===== config.mk =====
export PLATFORM = sky130hd
export DESIGN_NAME = rr_arb_mux
export DESIGN_NICKNAME = d
export VERILOG_FILES = /design/src/rtl/mux_pkg.sv /design/src/rtl/rr_arbiter.sv /design/src/rtl/rr_arb_mux.sv
export SDC_FILE = /design/constraint.sdc
export NUM_CORES = 1
export LEC_CHECK = 0
export ABC_AREA = 1
export CORE_MARGIN = 4
export CORE_UTILIZATION = 55
export CTS_BUF_LIST = sky130_fd_sc_hd__clkbuf_8
export CTS_CLUSTER_DIAMETER = 50
export CTS_CLUSTER_SIZE = 40
export DETAILED_ROUTE_END_ITERATION = 16
export DONT_BUFFER_PORTS = 1
export PLACE_DENSITY = 0.7
export SYNTH_ARGS = -nofsm -noshare
export SYNTH_HDL_FRONTEND = slang
export SYNTH_HIERARCHICAL = 1
export SYNTH_SLANG_ARGS = --single-unit

===== constraint.sdc =====
create_clock -name clk -period 4.45 [get_ports clk]
set_input_delay 1.1125 -clock clk [delete_from_list [all_inputs] [get_ports clk]]
set_output_delay 1.1125 -clock clk [all_outputs]
set_load 0.05 [all_outputs]

===== src/rtl/mux_pkg.sv =====
// Purpose: shared arbitration-mode type and width helper for the arbitrated mux.
// Latency: n/a (types and constants only).
// Backpressure: n/a.
package mux_pkg;

    // Arbitration policy selector for rr_arbiter / rr_arb_mux
    typedef enum logic {
        MODE_RR    = 1'b0,
        MODE_FIXED = 1'b1
    } arb_mode_e;

    // Width of a channel index; never below 1 so ports stay legal
    function automatic int idx_w(input int n);
        return (n > 1) ? $clog2(n) : 1;
    endfunction

endpackage


===== src/rtl/rr_arbiter.sv =====
// Purpose: one-hot grant among NCH requesters, round-robin from a pointer or fixed lowest-index.
// Latency: grant is combinational from req; pointer moves at the edge after an accepted grant.
// Backpressure: pointer holds unless advance is asserted, so a stalled grant is re-offered.
module rr_arbiter
    import mux_pkg::*;
#(
    parameter int        NCH  = 4,
    parameter arb_mode_e MODE = MODE_RR
) (
    input  logic                     clk,
    input  logic                     rst_n,
    input  logic [NCH-1:0]           req,
    input  logic                     advance,
    output logic [NCH-1:0]           grant,
    output logic [idx_w(NCH)-1:0]    grant_idx
);

    localparam int IW = idx_w(NCH);

    logic [IW-1:0] ptr;
    logic [IW-1:0] ptr_nxt;
    logic [IW-1:0] start;

    // Fixed priority is a round-robin search that always starts at channel 0
    assign start = (MODE == MODE_FIXED) ? '0 : ptr;

    // First requester found scanning upward from start, wrapping NCH-1 -> 0
    always_comb begin
        logic          found;
        int            pos;
        logic [IW-1:0] cand;
        grant     = '0;
        grant_idx = '0;
        found     = 1'b0;
        pos       = 0;
        cand      = '0;
        for (int k = 0; k < NCH; k++) begin
            pos = int'(start) + k;
            if (pos >= NCH) begin
                pos = pos - NCH;
            end
            cand = IW'(pos);
            if (!found && req[cand]) begin
                found       = 1'b1;
                grant[cand] = 1'b1;
                grant_idx   = cand;
            end
        end
    end

    // Next pointer sits just past the winner so it becomes lowest priority
    always_comb begin
        int nxt;
        nxt = int'(grant_idx) + 1;
        if (nxt >= NCH) begin
            nxt = 0;
        end
        ptr_nxt = IW'(nxt);
    end

    // Pointer only moves on an accepted transfer, and only in round-robin mode
    always_ff @(posedge clk or negedge rst_n) begin
        if (!rst_n) begin
            ptr <= '0;
        end else if (MODE == MODE_RR && advance) begin
            ptr <= ptr_nxt;
        end
    end

endmodule


===== src/rtl/rr_arb_mux.sv =====
// Purpose: arbitrate NCH valid/ready channels into one registered output stream.
// Latency: 1 cycle from input transfer to out_valid; one beat per cycle sustained.
// Backpressure: out_valid && !out_ready freezes the output register and drops all in_ready.
module rr_arb_mux
    import mux_pkg::*;
#(
    parameter int        NCH  = 4,
    parameter int        W    = 8,
    parameter arb_mode_e MODE = MODE_RR
) (
    input  logic                     clk,
    input  logic                     rst_n,
    input  logic [NCH-1:0]           in_valid,
    input  logic [NCH*W-1:0]         in_data,
    output logic [NCH-1:0]           in_ready,
    output logic                     out_valid,
    output logic [W-1:0]             out_data,
    output logic [$clog2(NCH)-1:0]   out_sel,
    input  logic                     out_ready
);

    localparam int IW = idx_w(NCH);

    logic [NCH-1:0] grant;
    logic [IW-1:0]  grant_idx;
    logic           load;
    logic           in_xfer;
    logic [W-1:0]   sel_data;

    // Register is free when empty or being drained this cycle
    assign load     = !out_valid || out_ready;
    // rst_n gate keeps sources from seeing an accept while the block is held in reset
    assign in_ready = grant & {NCH{load & rst_n}};
    assign in_xfer  = |in_ready;

    rr_arbiter #(
        .NCH  (NCH),
        .MODE (MODE)
    ) u_arb (
        .clk       (clk),
        .rst_n     (rst_n),
        .req       (in_valid),
        .advance   (in_xfer),
        .grant     (grant),
        .grant_idx (grant_idx)
    );

    // One-hot data select driven by the grant vector
    always_comb begin
        sel_data = '0;
        for (int i = 0; i < NCH; i++) begin
            if (grant[i]) begin
                sel_data = in_data[i*W +: W];
            end
        end
    end

    // Output register: reload on input transfer, else clear valid on drain
    always_ff @(posedge clk or negedge rst_n) begin
        if (!rst_n) begin
            out_valid <= 1'b0;
            out_data  <= '0;
            out_sel   <= '0;
        end else if (in_xfer) begin
            out_valid <= 1'b1;
            out_data  <= sel_data;
            out_sel   <= grant_idx;
        end else if (out_valid && out_ready) begin
            out_valid <= 1'b0;
        end
    end

endmodule


==> flow_metrics.tcl, run 1 <==
set metrics [dict create \
    drive_gt1_share_pct 18.1 \
    rsz0062_at_grt "no" \
    layout_common_cells "nand2_1 (80), nand3_1 (27), nor2_1 (21)" \
    mostFrequentLayoutCell "nand2_1" \
    drc 0 \
    cp_cell_sequence "inv_8 -> ha_1 -> inv_1 -> nand3_2 -> nand2_4 -> nand3_4 -> nor2_4 -> nand2_1 -> nand3_1 -> inv_2 -> nor2_1 -> buf_4" \
    io_pins 54 \
    cts_max_path_buffers 2 \
    drv_slew 0 \
    arrival_ns 2.91 \
    fillers 258 \
    viasPerCell 5.50 \
    cap_violations 0 \
    yosys_warnings 6 \
    cp-end-kind "output port" \
    period_needed_ns 4.02 \
    initial_utilization_pct 58.1 \
    htreeDepth 1 \
    cp_max_fo 12 \
    grt_max_degree 19 \
    synth_cell_types 28 \
    antenna_found_initial 0 \
    die_x_um 59.2 \
    required_ns 3.34 \
    first_pass_iters 4 \
    netlist_instances 219 \
    root_buffer "clkbuf_8" \
    hold_violations 0 \
    hold_class "in -> async" \
    critPathKind "reg -> out" \
    n_antenna_cell 0 \
    cp-start-kind "flip-flop" \
    grt_usage_pct 19.4 \
    grt_pass1_wl_um 5380 \
    cts.sinks 13 \
    critPathMaxStageDelay_ns 0.65 \
    fin_setup_tns_ns 0 \
    cts-resized-gates 0 \
    coreArea_mm2 0.00248 \
    num_vias 1381 \
    hpwl_um 2670 \
    setup_violations 0 \
    port_buffers 0 \
    period_share_pct 90.4 \
    wire_per_inst_um 13.3 \
    relSlewSlack_pct 64.5 \
    numCtsBuffers 3 \
    die_area_mm2 0.00350 \
    die_h_um 59.2 \
    hold_buffers 0 \
    cts.clk_slew.worst_paths_ns 0.05 \
    ys_seq_elements 13 \
    slowest_stage "dfrtp_1" \
    syn_area_per_cell_um2 6.58 \
    syn_nets 264 \
    grt_pass1_vias 1249 \
    wl_um 3330 \
    synth_area_mm2 0.00144 \
    cts_tree "built" \
    tightestPinTransition_ns 0.530 \
    fin_skew_ns 0.00288 \
    status "finished clean" \
    drt_iter0_drc 58 \
    area_delta_synth_final_pct 4.00 \
    clk_latency_ns 0.24 \
    gr-total-overflow 0 \
    ant_nets 0 \
    critPathTopFamily "simple AND/OR/NAND/NOR gates" \
    post_cts_buffers 0 \
    critPathBufInv 4 \
    globalplace.congestion 0.818 \
    finalNetCount 267 \
    seq_area_frac_synth_pct 22.6 \
    rows 18 \
    max_freq_ghz 0.249 \
]
cells by family after synthesis:
| group | after synthesis | synth area share, % |
|---|---|---|
| AND/OR/NAND/NOR | 153 | 51.8 |
| adder cells (fa/ha/maj) | 6 | 5.21 |
| buffers and inverters | 27 | 10.9 |
| AO/OA/AOI/OAI | 20 | 9.47 |
| flip-flops | 13 | 22.6 |
registers in the layout, indices dropped and copies added, names as in the netlist, named ones only:
| signal | flops |
|---|---|
| out_valid | 1 |
| out_data | 8 |
| u_arb/ptr | 1 |
| out_sel | 2 |
worst reg2reg max path, stage by stage, from the launching register on:
cell      delay [ns]
dfrtp_1         0.65
inv_8           0.12
ha_1            0.41
inv_1           0.12
nand3_2         0.11
nand2_4         0.13
nor2_4          0.07
a22oi_1         0.15
nand3_1         0.37
o211ai_4        0.49
nand2_2         0.24
or2_2           0.35
nand2_1         0.06
final timing paths:
check | cells past startpoint | slack (ns) | end
hold reg to reg | 2 | 0.81 | out_data[4]$_DFFE_PN0P_
setup / recovery | 12 | 0.43 | in_ready[1]
max in group asynchronous | 0 | 3.81 | out_data[5]$_DFFE_PN0P_
setup reg to reg | 12 | 1.13 | u_arb/ptr[1]$_DFFE_PN0P_
min in group clk | 2 | 0.81 | out_data[4]$_DFFE_PN0P_
hold / removal | 0 | 0.57 | out_data[1]$_DFFE_PN0P_
per-stage QoR:
stage | instances | util [%] | worst slack [ns] | hold WS (ns) | cell area (um^2)
after floorplan | 219 | - | 0.460 | 0.732 | 1440
after global placement | 247 | 58.6 | 0.791 | 0.809 | 1450
after detailed placement | 247 | 58.6 | 0.699 | 0.805 | 1450
after CTS | 251 | 60.5 | 0.421 | 0.563 | 1500
after global routing | 251 | 60.5 | 0.226 | 0.556 | 1500
final | 251 | 60.5 | 0.428 | 0.567 | 1500
metal layers:
metal / vias to the layer above / track usage (%) / wire, um / share of wire (%)
li1: 705 / - / - / -
met1: 624 / 26.9 / 1490 / 45
met2: 47 / 30.9 / 1550 / 47
met3: 5 / 4.36 / 252 / 7.6
met4: 0 / 3.88 / 36 / 1.1
met5: - / 0 / 0 / 0
cells in the mapped netlist, drive strengths merged:
cell type   n  area share [%]
buf         9             5.4
a22oi       1            0.52
inv        18             5.6
nand3      32              13
dfrtp      13              23
nand2      93              29
a31oi       2            0.87
o211ai      2             2.3
o21ai       3             1.0
ha          6             5.2
nand4       3             1.3
or2         1            0.43
a21oi      10             3.5
o2111ai     2             1.2
nor2       24             7.8
area by class of cell:
class / count / area (um^2) / share of cell area [%]
inverter: 18 / 80.1 / 5.35
sequential: 13 / 325 / 21.7
multi-input combinational: 179 / 957 / 63.9
clock inverter: 1 / 3.75 / 0.251
tap: 30 / 37.5 / 2.51
clock buffer: 3 / 41.3 / 2.76
timing repair buffer: 7 / 52.6 / 3.51
Power of run 1 is not shown: default switching activity piles up to over one toggle a cycle in this logic, so the estimate is an artifact.
==> inputs of run 2 (changes only) <==
==> constraint.sdc (replaced) <==
create_clock -name clk -period 4.45 [get_ports clk]
set_input_delay 0.445 -clock clk [delete_from_list [all_inputs] [get_ports clk]]
set_output_delay 0.445 -clock clk [all_outputs]
set_load 0.05 [all_outputs]
==> flow_metrics.tcl, run 2 (synthesized netlist as in run 1, its figures left out) <==
set metrics [dict create \
    grt_pass1_vias 1256 \
    port_buffers 0 \
    wl_um 3480 \
    ant_nets 0 \
    wire_per_inst_um 13.9 \
    slowest_stage "nor2_1" \
    hold_class "in -> reg" \
    mostFrequentLayoutCell "nand2_1" \
    n_antenna_cell 0 \
    first_pass_iters 4 \
    final_area_mm2 0.00150 \
    top_regs "out_data (8), out_sel (2)" \
    rows 18 \
    largest_reg_flops 8 \
    die_area_mm2 0.00350 \
    cap_violations 0 \
    critPathMaxStageDelay_ns 0.72 \
    htreeDepth 1 \
    finalNetCount 267 \
    fin_setup_tns_ns 0 \
    setup_violations 0 \
    final.setup.worst_slack_ns 0.782 \
    grt_max_degree 19 \
    layout_common_cells "nand2_1 (80), nand3_1 (27), nor2_1 (21)" \
    fin_skew_ns 0.000964 \
    cp_max_fo 12 \
    antenna_found_initial 0 \
    initial_utilization_pct 58.1 \
    grt_pass1_wl_um 5720 \
    die_h_um 59.2 \
    drive_gt1_share_pct 17.6 \
    post_cts_buffers 0 \
    hold_violations 0 \
    arrival_ns 3.22 \
    drt_iter0_drc 80 \
    required_ns 4.01 \
    relSlewSlack_pct 40.6 \
    area_delta_synth_final_pct 4.17 \
    final_cells 251 \
    io_pins 54 \
    period_share_pct 82.4 \
    num_vias 1373 \
    viasPerCell 5.47 \
    tightestPinTransition_ns 0.887 \
    place_ws_ns 1.07 \
    cts-resized-gates 0 \
    max_freq_ghz 0.273 \
    hpwl_um 2860 \
    coreArea_mm2 0.00248 \
    numCtsBuffers 3 \
    cts.sinks 13 \
    cp-end-kind "output port" \
    drc 0 \
    drv_slew 0 \
    period_needed_ns 3.67 \
    gr-total-overflow 0 \
    critPathKind "reg -> out" \
    status "finished clean" \
    rsz0062_at_grt "no" \
    root_buffer "clkbuf_8" \
    cp-start-kind "flip-flop" \
    grt_usage_pct 20.8 \
    globalplace.congestion 0.952 \
    cts_tree "built" \
    clk_latency_ns 0.24 \
    largest_register "out_data" \
    place_inst 246 \
    die_x_um 59.2 \
    place_area_mm2 0.00145 \
    cts_max_path_buffers 2 \
    cp_cell_sequence "inv_8 -> ha_1 -> inv_1 -> nand3_2 -> nand2_4 -> nand3_4 -> nor2_4 -> nand2_1 -> nand3_1 -> inv_2 -> nor2_1" \
    cts.clk_slew.worst_paths_ns 0.05 \
]
[run 2: changes by cell type in the layout (fill, tap and decap cells not counted), sizes merged]
cell and delta:
buf -1, dlygate4sd3 +1
[run 2: path summary, 6_finish.rpt]
kind	from	end	slack, ns	cells after the start
max in group asynchronous	rst_n	out_data[2]$_DFFE_PN0P_	3.47	1
hold reg to reg	out_data[6]$_DFFE_PN0P_	out_data[6]$_DFFE_PN0P_	0.82	2
setup / recovery	flip-flop	in_ready[1]	0.78	11
setup reg to reg	flip-flop	u_arb/ptr[1]$_DFFE_PN0P_	1.17	12
min in group asynchronous	rst_n	out_valid$_DFFE_PN0P_	0.63	1
hold / removal	in_data[24]	out_data[0]$_DFFE_PN0P_	0.42	4
[run 2: timing repair]
item,4_1_cts,5_1_grt
endpoints found under the hold margin,13,0
setup endpoints to repair,0,0
hold buffers,1,0
[run 2: per-layer routing]
layer	share of wire [%]	routed length, um	up-vias	global-route usage [%]
met2	43	1510	54	30.1
met4	1.3	44	0	4.85
met3	9.3	323	8	3.92
met5	0	0	-	0
li1	-	-	715	-
met1	46	1600	596	31.7
[run 2: per-stage QoR]
stage	hold slack, ns	util (%)
3_5_place_dp	0.150	58.3
3_3_place_gp	0.150	58.3
2_1_floorplan	0.149	-
4_1_cts	0.415	60.6
6_report	0.418	60.6
5_1_grt	0.436	60.6
[run 2: final cells by class]
class	count	area (um^2)
Clock buffer	3	41.3
Clock inverter	1	3.75
Fill cell	228	977
Inverter	18	80.1
Multi-Input combinational cell	179	957
Sequential cell	13	325
Tap cell	30	37.5
Timing Repair Buffer	7	55.1
[run 2: worst max-delay path: cells and delay by family, from the launching register on]
kind | cells | cell delay (ns)
buffers and inverters | 3 | 0.37
and+or+nand+nor | 7 | 1.55
adders and majority gates | 1 | 0.40
DFF | 1 | 0.66
Power of run 2 is left out for the same reason.
==> inputs of run 3 (changes only) <==
- clock period: 4.45 -> 3.6 ns (I/O delays scaled with it)
==> flow_metrics.tcl, run 3 (synthesized netlist as in run 1, its figures left out) <==
set metrics [dict create \
    mostFrequentLayoutCell "nand2_1" \
    die_x_um 59.2 \
    hpwl_um 2800 \
    root_buffer "clkbuf_8" \
    cts.sinks 13 \
    n_antenna_cell 0 \
    largest_register "out_data" \
    die_area_mm2 0.00350 \
    hold_class "in -> reg" \
    viasPerCell 5.45 \
    hold_violations 0 \
    grt_pass1_vias 1205 \
    status "finished clean" \
    drc 0 \
    grt_usage_pct 19.8 \
    globalplace.congestion 0.897 \
    cap_violations 0 \
    rows 18 \
    period_share_pct 87.9 \
    period_needed_ns 3.16 \
    first_pass_iters 5 \
    drv_slew 0 \
    hold_start "in_data[29]" \
    cts_tree "built" \
    grt_pass1_wl_um 5460 \
    cp-start-kind "flip-flop" \
    rsz0062_at_grt "no" \
    cts_max_path_buffers 2 \
    drt_iter0_drc 106 \
    required_ns 3.24 \
    top_regs "out_data (8), out_sel (2)" \
    finalNetCount 269 \
    post_cts_buffers 0 \
    cp-end-kind "output port" \
    largest_reg_flops 8 \
    layout_common_cells "nand2_1 (80), nand3_1 (27), nor2_1 (21)" \
    tightestPinTransition_ns 0.564 \
    wl_um 3460 \
    cp_max_fo 18 \
    num_vias 1378 \
    port_buffers 0 \
    htreeDepth 1 \
    coreArea_mm2 0.00248 \
    numCtsBuffers 3 \
    io_pins 54 \
    die_h_um 59.2 \
    grt_max_degree 19 \
    setup_violations 0 \
    cts.clk_slew.worst_paths_ns 0.05 \
    drive_gt1_share_pct 18.4 \
    max_freq_ghz 0.316 \
    fin_skew_ns 0.000445 \
    area_delta_synth_final_pct 5.21 \
    clk_latency_ns 0.23 \
    initial_utilization_pct 58.1 \
    relSlewSlack_pct 62.3 \
    wire_per_inst_um 13.7 \
    gr-total-overflow 0 \
    ant_nets 0 \
    r2r_slack_ns 0.44 \
    antenna_found_initial 0 \
    critPathKind "reg -> out" \
    arrival_ns 2.80 \
    fin_setup_tns_ns 0 \
]
-- run 3: changes by cell type in the layout (fill, tap and decap cells not counted) --
cell / before / now
buf_4: 6 / 8
-- run 3: critical path: stages (launching register included) --
cell,delay (ns)
dfrtp_1,0.63
inv_8,0.10
ha_1,0.40
inv_1,0.12
nand3_2,0.10
nand2_4,0.12
inv_2,0.06
nor2_4,0.12
nand2_1,0.08
o2111ai_1,0.19
buf_4,0.25
inv_1,0.06
nor2_1,0.12
buf_4,0.21
-- run 3: cell type report --
type                       count  area [um^2]
clock buffer                   3         41.3
clock inverter                 1         3.75
fill                         224          962
inverter                      18         80.1
multi-input combinational    179          957
sequential                    13          325
tap                           30         37.5
timing repair buffer           9         70.1
-- run 3: path summary, 6_finish.rpt --
path                                                  to  cells past startpoint
worst min-delay path             out_data[5]$_DFFE_PN0P_                      4
worst max register to register  u_arb/ptr[1]$_DFFE_PN0P_                     15
min in group asynchronous        out_data[6]$_DFFE_PN0P_                      1
max in group asynchronous        out_data[5]$_DFFE_PN0P_                      1
worst max-delay path                         in_ready[3]                     13
worst min register to register   out_data[6]$_DFFE_PN0P_                      2
-- run 3: per-stage QoR --
stage	cell area [um^2]	setup WS [ns]	std cells	hold WS (ns)	util, %
after global routing	1520	0.102	253	0.372	61.2
final	1520	0.436	253	0.351	61.2
after global placement	1460	0.605	248	0.0649	58.9
after detailed placement	1460	0.463	248	0.0648	58.9
after CTS	1520	0.449	253	0.346	61.2
after floorplan	1440	0.532	219	0.0644	-
-- run 3: what timing repair did --
action | in CTS | in global routing
hold buffers | 1 | 0
endpoints found under the setup margin | 0 | 0
gates resized for setup | 0 | 0
hold endpoints to repair | 13 | 0
-- run 3: layer usage --
layer	wire [um]	part of all wire (%)	GRT usage (%)
met3	329	9.5	4.79
met5	0	0	0
met1	1480	43	27.8
met2	1640	47	31.4
met4	20	0.58	2.91
Power of run 3 is left out for the same reason.
